==> config.mk <==
export PLATFORM = sky130hd
export DESIGN_NAME = matmul_apb_arbiter
export DESIGN_NICKNAME = d
export VERILOG_FILES = /design/src/rtl/matmul_apb_arbiter.sv
export SDC_FILE = /design/constraint.sdc
export NUM_CORES = 1
export LEC_CHECK = 0
export BUFFER_PORTS_ARGS = -buffer_cell sky130_fd_sc_hd__buf_2
export CORE_AREA = 2 2 124 126
export DETAILED_ROUTE_END_ITERATION = 8
export DIE_AREA = 0 0 126 128
export PLACE_DENSITY = 0.75
export SYNTH_ARGS = -nofsm -noshare
export SYNTH_HDL_FRONTEND = slang
export SYNTH_SLANG_ARGS = --single-unit
==> constraint.sdc <==
create_clock -name clk_i -period 5.1 [get_ports clk_i]
set_input_delay 1.02 -clock clk_i [delete_from_list [all_inputs] [get_ports clk_i]]
set_output_delay 1.02 -clock clk_i [all_outputs]
set_load 0.02 [all_outputs]
==> src/rtl/matmul_apb_arbiter.sv <==
// Two-master round-robin APB arbiter in front of the matmul slave port.
// Define MATMUL_ARB_LOCK_EN to keep the bus with the master that started a job until busy falls.
module matmul_apb_arbiter #(
  parameter int unsigned ADDR_WIDTH = 32,
  parameter int unsigned BUS_WIDTH  = 32,
  parameter int unsigned MAX_DIM    = 4
) (
  input  logic                  clk_i,
  input  logic                  rst_ni,
  input  logic                  m0_psel_i,
  input  logic                  m0_penable_i,
  input  logic                  m0_pwrite_i,
  input  logic [ADDR_WIDTH-1:0] m0_paddr_i,
  input  logic [BUS_WIDTH-1:0]  m0_pwdata_i,
  input  logic [MAX_DIM-1:0]    m0_pstrb_i,
  output logic [BUS_WIDTH-1:0]  m0_prdata_o,
  output logic                  m0_pready_o,
  output logic                  m0_pslverr_o,
  input  logic                  m1_psel_i,
  input  logic                  m1_penable_i,
  input  logic                  m1_pwrite_i,
  input  logic [ADDR_WIDTH-1:0] m1_paddr_i,
  input  logic [BUS_WIDTH-1:0]  m1_pwdata_i,
  input  logic [MAX_DIM-1:0]    m1_pstrb_i,
  output logic [BUS_WIDTH-1:0]  m1_prdata_o,
  output logic                  m1_pready_o,
  output logic                  m1_pslverr_o,
  output logic                  psel_o,
  output logic                  penable_o,
  output logic                  pwrite_o,
  output logic [ADDR_WIDTH-1:0] paddr_o,
  output logic [BUS_WIDTH-1:0]  pwdata_o,
  output logic [MAX_DIM-1:0]    pstrb_o,
  input  logic [BUS_WIDTH-1:0]  prdata_i,
  input  logic                  pready_i,
  input  logic                  pslverr_i,
  input  logic                  busy_i,
  output logic                  grant_o,
  output logic                  lock_o
);

  typedef enum logic [1:0] {IDLE, SETUP, ACCESS} state_e;

  state_e                state_q, state_d;
  logic                  prio_q, prio_d;
  logic                  grant_q, grant_d;
  logic                  write_q, write_d;
  logic [ADDR_WIDTH-1:0] addr_q, addr_d;
  logic [BUS_WIDTH-1:0]  wdata_q, wdata_d;
  logic [MAX_DIM-1:0]    strb_q, strb_d;
  logic [1:0]            eligible;
  logic [1:0]            req;
  logic                  win;
  logic                  xfer_done;

  assign xfer_done = (state_q == ACCESS) && pready_i;

`ifdef MATMUL_ARB_LOCK_EN
  logic lock_q, owner_q, busy_seen_q;
  logic job_start;
  logic unused;

  // A successful write setting CONTROL.start opens (or re-arms) the job lock.
  assign job_start = xfer_done && write_q && (addr_q[4:0] == 5'd0) && wdata_q[0] && !pslverr_i;

  always_ff @(posedge clk_i or negedge rst_ni) begin
    if (!rst_ni) begin
      lock_q      <= 1'b0;
      owner_q     <= 1'b0;
      busy_seen_q <= 1'b0;
    end else if (job_start) begin
      lock_q      <= 1'b1;
      owner_q     <= grant_q;
      busy_seen_q <= 1'b0;
    end else if (lock_q) begin
      if (busy_seen_q && !busy_i) begin
        lock_q      <= 1'b0;
        busy_seen_q <= 1'b0;
      end else if (busy_i) begin
        busy_seen_q <= 1'b1;
      end
    end
  end

  assign lock_o   = lock_q;
  assign eligible = lock_q ? (owner_q ? 2'b10 : 2'b01) : 2'b11;
  assign unused   = ^{m0_penable_i, m1_penable_i};
`else
  logic unused;

  assign lock_o   = 1'b0;
  assign eligible = 2'b11;
  assign unused   = ^{m0_penable_i, m1_penable_i, busy_i};
`endif

  // Round-robin pick: on contention the master that was not served last wins.
  assign req = {m1_psel_i, m0_psel_i} & eligible;
  assign win = (req == 2'b11) ? ~prio_q : req[1];

  always_ff @(posedge clk_i or negedge rst_ni) begin
    if (!rst_ni) begin
      state_q <= IDLE;
      prio_q  <= 1'b1;
      grant_q <= 1'b0;
      write_q <= 1'b0;
      addr_q  <= '0;
      wdata_q <= '0;
      strb_q  <= '0;
    end else begin
      state_q <= state_d;
      prio_q  <= prio_d;
      grant_q <= grant_d;
      write_q <= write_d;
      addr_q  <= addr_d;
      wdata_q <= wdata_d;
      strb_q  <= strb_d;
    end
  end

  always_comb begin
    state_d = state_q;
    prio_d  = prio_q;
    grant_d = grant_q;
    write_d = write_q;
    addr_d  = addr_q;
    wdata_d = wdata_q;
    strb_d  = strb_q;
    unique case (state_q)
      IDLE: begin
        if (req != 2'b00) begin
          grant_d = win;
          write_d = win ? m1_pwrite_i : m0_pwrite_i;
          addr_d  = win ? m1_paddr_i  : m0_paddr_i;
          wdata_d = win ? m1_pwdata_i : m0_pwdata_i;
          strb_d  = win ? m1_pstrb_i  : m0_pstrb_i;
          state_d = SETUP;
        end
      end
      SETUP: state_d = ACCESS;
      ACCESS: begin
        if (pready_i) begin
          state_d = IDLE;
          prio_d  = grant_q;
        end
      end
      default: state_d = IDLE;
    endcase
  end

  // Downstream fields are only visible while a transfer is in flight.
  assign psel_o    = (state_q != IDLE);
  assign penable_o = (state_q == ACCESS);
  assign pwrite_o  = psel_o & write_q;
  assign paddr_o   = psel_o ? addr_q  : '0;
  assign pwdata_o  = psel_o ? wdata_q : '0;
  assign pstrb_o   = psel_o ? strb_q  : '0;
  assign grant_o   = grant_q;

  // Completion is passed straight through to the granted master only.
  assign m0_pready_o  = xfer_done && !grant_q;
  assign m1_pready_o  = xfer_done &&  grant_q;
  assign m0_prdata_o  = m0_pready_o ? prdata_i : '0;
  assign m1_prdata_o  = m1_pready_o ? prdata_i : '0;
  assign m0_pslverr_o = m0_pready_o & pslverr_i;
  assign m1_pslverr_o = m1_pready_o & pslverr_i;

endmodule
==> results of run 1 <==
==> routing by layer <==
layer	wire length (um)	vias to the layer above
li1	-	1897
met1	5740	1798
met2	5880	157
met3	804	12
met4	146	0
met5	0	-
==> stage by stage <==
step,hold WS [ps],instance area (um2)
2_1_floorplan,473,5140
3_3_place_gp,482,6710
3_5_place_dp,485,6710
4_1_cts,501,7050
5_1_grt,510,7050
6_report,497,7050
==> sequential cells by signal, summed over array words and instances, names as in the netlist <==
signal and cells:
prio_q 1, wdata_q 32, addr_q 32, write_q 1
state_q 2, grant_o 1, strb_q 4
==> where the power goes <==
part           internal, uW  leakage [uW]  switching [uW]
Sequential              886      0.000853             150
Clock                   481      0.000163             244
Combinational          1210       0.00298            1220
Total                  2570       0.00400            1610
==> cell families after synthesis <==
group,Yosys count,share of synthesized area
DFF,73,0.355
and+or+nand+nor,143,0.175
other,1,0.000729
muxes,139,0.405
buffers and inverters,33,0.0594
AOI/OAI and AO/OA,3,0.00414
==> worst register-to-register path: stages, from the launching register on <==
cell and delay, ps:
dfrtp_1 380, or2_2 450, buf_4 340, nor2_8 630, buf_12 380, mux2_4 390
==> how the worst max path moves through the flow <==
stage                   from               to  depth (start not counted)
finish              pready_i  m1_prdata_o[21]                          4
global route        pready_i  m0_prdata_o[17]                          4
detailed placement  pready_i  m0_prdata_o[17]                          4
floorplan           pready_i  m0_prdata_o[23]                          4
global placement    pready_i  m0_prdata_o[17]                          4
CTS                 pready_i  m0_prdata_o[17]                          4
==> Yosys cell counts, drive strengths merged <==
cell type	count
mux2	139
and2	135
dfrtp	72
buf	19
clkbuf	13
nor2	4
and3	2
a21bo	1
a21oi	1
and2b	1
conb	1
dfstp	1
inv	1
o22ai	1
or2	1
==> layout make-up <==
type                       count  area (um2)
fill                        1406        7820
multi-input combinational    286        3020
sequential                    73        1830
timing repair buffer         319        1620
tap                          188         235
clock buffer                  10         229
clock inverter                 6         115
inverter                       1        3.75
==> cell usage in the layout (no fill, tap or decap) <==
cell type   count
buf_2         314
mux2_4        138
and2_1        135
dfrtp_1        72
clkbuf_16       9
buf_4           4
nor2_1          3
bufinv_16       3
and3_1          2
and2b_1         1
inv_1           1
or2_2           1
a21bo_4         1
nor2_8          1
mux2_2          1
a21oi_1         1
o22ai_1         1
conb_1          1
clkinvlp_4      1
inv_6           1
clkinv_4        1
clkbuf_1        1
buf_12          1
dfstp_2         1
==> flow_metrics.tcl, run 1 <==
set metrics [dict create \
    core-area_um2 14900 \
    synth_area_leader_cell "mux2_4" \
    grt_pass1_wl_um 19300 \
    r2r-end "wdata_q[2]$_DFFE_PN0P_" \
    max_freq_mhz 298 \
    synth_cells 392 \
    busiest_layer "met2" \
    gr-usage-met3 0.0334 \
    vias 3864 \
    layout-drive-gt1-share 0.686 \
    wl_um 12600 \
    slew_headroom 0.393 \
    rrSetupSlack_ps 2420 \
    post-route-util 0.474 \
    tritoncts "built" \
    crit_chain "buf_2 -> and3_1 -> and2_1 -> buf_2" \
    drtIter0Drc 157 \
    cpPeakStageDelay_ps 730 \
    synthesis.nets 571 \
    post-place-ws_ps 1780 \
    hold_depth 1 \
    hold_start "wdata_q[20]$_DFFE_PN0P_" \
    n_antenna_cell 0 \
    max_cap_violations 0 \
    hold_viol_final 0 \
    tightestPinTransition_ps 910 \
    grt_max_degree 74 \
    yosysWarningCount 0 \
    synth_seq_area_share 0.355 \
    rsz0062_at_grt "false" \
    drc_errors 0 \
    setup_slack_ps 1750 \
    netlist_area_um2 5140 \
    hpwl_um 9550 \
    instances_no_fill 883 \
    postCtsSetupBuffers 0 \
    leakagePower_uw 0.00400 \
    run_status "finished, final reports clean" \
    rr_worst_depth 5 \
    worstSetupPathType "input port to output port" \
    startpoint_type "input port" \
    clkSinkCount 73 \
    holdBufCountCts 0 \
    cts_made_buffers 9 \
    r2r_start "state_q[1]$_DFFE_PN0P_" \
    cp.buffers_inverters 2 \
    place_congestion 0.873 \
    cts_buffer_depth 2 \
    worstPathArrival_ps 2330 \
    synth_area_leaders "mux2_4 (40%), dfrtp_1 (35%), and2_1 (16%), buf_12 (2.7%), buf_6 (1.8%)" \
    peakVddDrop_v 0.000247 \
    grt_pass1_vias 3760 \
    yosysTopAreaCellShare 0.403 \
    grt_usage 0.150 \
    num_io_pins 320 \
    crit_top_cell "buf_2" \
    crit_path_top_delay_cell "and3_1" \
    crit_family "simple AND/OR/NAND/NOR gates" \
    initial_core_util 0.346 \
    grt_use_met2 0.248 \
    finClkSkew_ps 7.12 \
    fin_setup_tns_ps 0 \
    timing.final.crit_share 0.658 \
    powerDensity_nw_per_um2 594 \
    antenna_found_initial 0 \
    setup_viol 0 \
    cts_resized 0 \
    avgSynthCellArea_um2 13.1 \
    port_buffers 315 \
    cts_root_buf "clkbuf_16" \
    overflow 0 \
    finalMaxSlewViolations 0 \
    met1_usage 0.198 \
    ant_nets 0 \
    cts.clk_slew.worst_paths_ps 50 \
    cts_max_level 3 \
    clk_latency_ps 330 \
    total_power_uw 4190 \
    die-width_um 126 \
    ys_types 20 \
    die_h_um 128 \
    die_area_um2 16100 \
    hold_path_end "wdata_q[20]$_DFFE_PN0P_" \
    dr.pass1.iters 4 \
    area_delta_synth_final_pct 37.0 \
    fp-row-count 45 \
    cp.required_ps 4080 \
    crit_fanout 34 \
    dp_cells 867 \
    worstHoldPathType "register to register" \
    period_minus_slack_ps 3350 \
    ys_ff_latch 73 \
    wire_per_inst_um 14.2 \
    fin_nets 869 \
    worstSetupEndpointType "output port" \
    vias_per_cell 4.38 \
]
Note: power is estimated with default switching activity, not from simulation.
==> run 2: changes to the inputs <==
--- a/config.mk
+++ b/config.mk
@@ -9,7 +9,7 @@
 export CORE_AREA = 2 2 124 126
 export DETAILED_ROUTE_END_ITERATION = 8
 export DIE_AREA = 0 0 126 128
-export PLACE_DENSITY = 0.75
+export PLACE_DENSITY = 0.78
 export SYNTH_ARGS = -nofsm -noshare
 export SYNTH_HDL_FRONTEND = slang
 export SYNTH_SLANG_ARGS = --single-unit
==> constraint.sdc (replaced) <==
create_clock -name clk_i -period 3.02 [get_ports clk_i]
set_input_delay 0.604 -clock clk_i [delete_from_list [all_inputs] [get_ports clk_i]]
set_output_delay 0.604 -clock clk_i [all_outputs]
set_load 0.02 [all_outputs]
==> run 2 against run 1 <==
Compared with the run above:
- setup slack got worse by 1400 ps
- sequential cell count unchanged
- final cell count up 0.23%
- critical path type is now register to output port
- critical endpoint is now pwdata_o[26]
- largest power group unchanged
==> flow_metrics.tcl, run 2 (synthesis results as in run 1) <==
set metrics [dict create \
    run_status "finished, final reports clean" \
    rrSetupSlack_ps 760 \
    tightestPinTransition_ps 1140 \
    wire_per_inst_um 14.1 \
    grt_pass1_vias 3678 \
    cts_max_level 3 \
    cts_made_buffers 9 \
    vias 3866 \
    vias_per_cell 4.37 \
    initial_core_util 0.346 \
    cts_buffer_depth 2 \
    switching_share 0.387 \
    finClkSkew_ps 5.25 \
    worstSetupEndpointType "output port" \
    hpwl_um 9450 \
    cts.clk_slew.worst_paths_ps 60 \
    grt_max_degree 74 \
    leakagePower_uw 0.00402 \
    die_h_um 128 \
    dr.pass1.iters 4 \
    core-area_um2 14900 \
    clk_latency_ps 330 \
    cts_root_buf "clkbuf_16" \
    timing.final.crit_share 0.871 \
    wl_um 12400 \
    tritoncts "built" \
    cts_resized 0 \
    grt_pass1_wl_um 19100 \
    die-width_um 126 \
    r2r-end "addr_q[12]$_DFFE_PN0P_" \
    hold_viol_final 0 \
    post-route-util 0.476 \
    antenna_found_initial 0 \
    instances_no_fill 885 \
    worstHoldPathType "input port to asynchronous set/reset pin" \
    peakVddDrop_v 0.000472 \
    powerDensity_nw_per_um2 990 \
    port_buffers 315 \
    worstPathArrival_ps 2030 \
    max_cap_violations 0 \
    period_minus_slack_ps 2630 \
    top_regs "addr_q x32, wdata_q x32, strb_q x4" \
    ant_nets 0 \
    drtIter0Drc 112 \
    cp.required_ps 2420 \
    postCtsSetupBuffers 0 \
    design_area_um2 7070 \
    finalMaxSlewViolations 0 \
    rr_worst_depth 4 \
    grt_usage 0.149 \
    r2r_start "state_q[1]$_DFFE_PN0P_" \
    p_int_uw 4290 \
    fp-row-count 45 \
    final_common_cell "buf_2" \
    layout-drive-gt1-share 0.689 \
    die_area_um2 16100 \
    holdBufCountCts 0 \
    worstSetupPathType "register to output port" \
    regArea_um2 1830 \
    n_antenna_cell 0 \
    multi_input_area_um2 3020 \
    fin_setup_tns_ps 0 \
    area_delta_synth_final_pct 37.5 \
    rsz0062_at_grt "false" \
    pwr-share-comb 0.585 \
    fin_nets 871 \
    drc_errors 0 \
    num_io_pins 320 \
    total_power_uw 7000 \
    slew_headroom 0.241 \
    clkPwrFrac 0.164 \
    pwr-share-seq 0.250 \
    crit_end "pwdata_o[26]" \
    fillCellCount 1358 \
    cp-startpoint "state_q[0]$_DFFE_PN0P_" \
    layout_common_cells "buf_2 (314), mux2_4 (138), and2_1 (135), dfrtp_1 (72), clkbuf_16 (9)" \
    netSwitchingPower_uw 2710 \
    dp_cells 869 \
    setup_viol 0 \
    max_freq_mhz 380 \
    place_congestion 0.836 \
    place_area_um2 6750 \
    crit_fanout 72 \
    overflow 0 \
    clkSinkCount 73 \
    startpoint_type "register" \
]
run 2: changes by cell type in the layout (fill, tap and decap cells not counted):
cell,previous run,this run
buf_12,1,3
bufinv_16,3,2
clkbuf_1,1,0
clkbuf_8,0,1
clkinv_2,0,1
run 2: worst max-delay path, cell delays in order (launching register included):
cell     delay, ps
dfrtp_1        360
or2_2          880
and2_1         230
buf_2          180
run 2: area by class of cell:
type | instances | share of cell area
Clock inverter | 6 | 0.0127
Tap cell | 188 | 0.0333
Inverter | 1 | 0.000531
Sequential cell | 73 | 0.258
Clock buffer | 10 | 0.0338
Timing Repair Buffer | 321 | 0.235
Multi-Input combinational cell | 286 | 0.426
run 2: power groups by stage:
stage,clock [uW],combinational (uW),sequential [uW]
2_1_floorplan,0,3220,1680
3_3_place_gp,0,4110,1740
3_5_place_dp,0,4150,1760
4_1_cts,1200,4160,1760
5_1_grt,1250,4380,1830
6_report,1150,4100,1750
run 2: worst min-delay path by stage:
stage	to	slack (ps)	cells after the start	start
floorplan	addr_q[0]$_DFFE_PN0P_	310	0	rst_ni
detailed placement	wdata_q[7]$_DFFE_PN0P_	480	1	wdata_q[7]$_DFFE_PN0P_
global placement	wdata_q[9]$_DFFE_PN0P_	480	1	wdata_q[9]$_DFFE_PN0P_
finish	wdata_q[5]$_DFFE_PN0P_	410	1	rst_ni
global route	wdata_q[8]$_DFFE_PN0P_	500	1	rst_ni
CTS	wdata_q[7]$_DFFE_PN0P_	440	1	rst_ni
run 2: layer usage:
layer / vias up / wire [um] / GRT usage
met5: - / 0 / 0
met4: 0 / 164 / 0.0556
met1: 1791 / 5430 / 0.196
met3: 13 / 836 / 0.0296
li1: 1904 / - / -
met2: 158 / 6010 / 0.243
run 2: metrics by stage:
stage / worst slack, ps / hold WS [ps]
floorplan: 866 / 308
global placement: 723 / 482
global route: 158 / 502
detailed placement: 707 / 484
CTS: 339 / 444
finish: 390 / 410
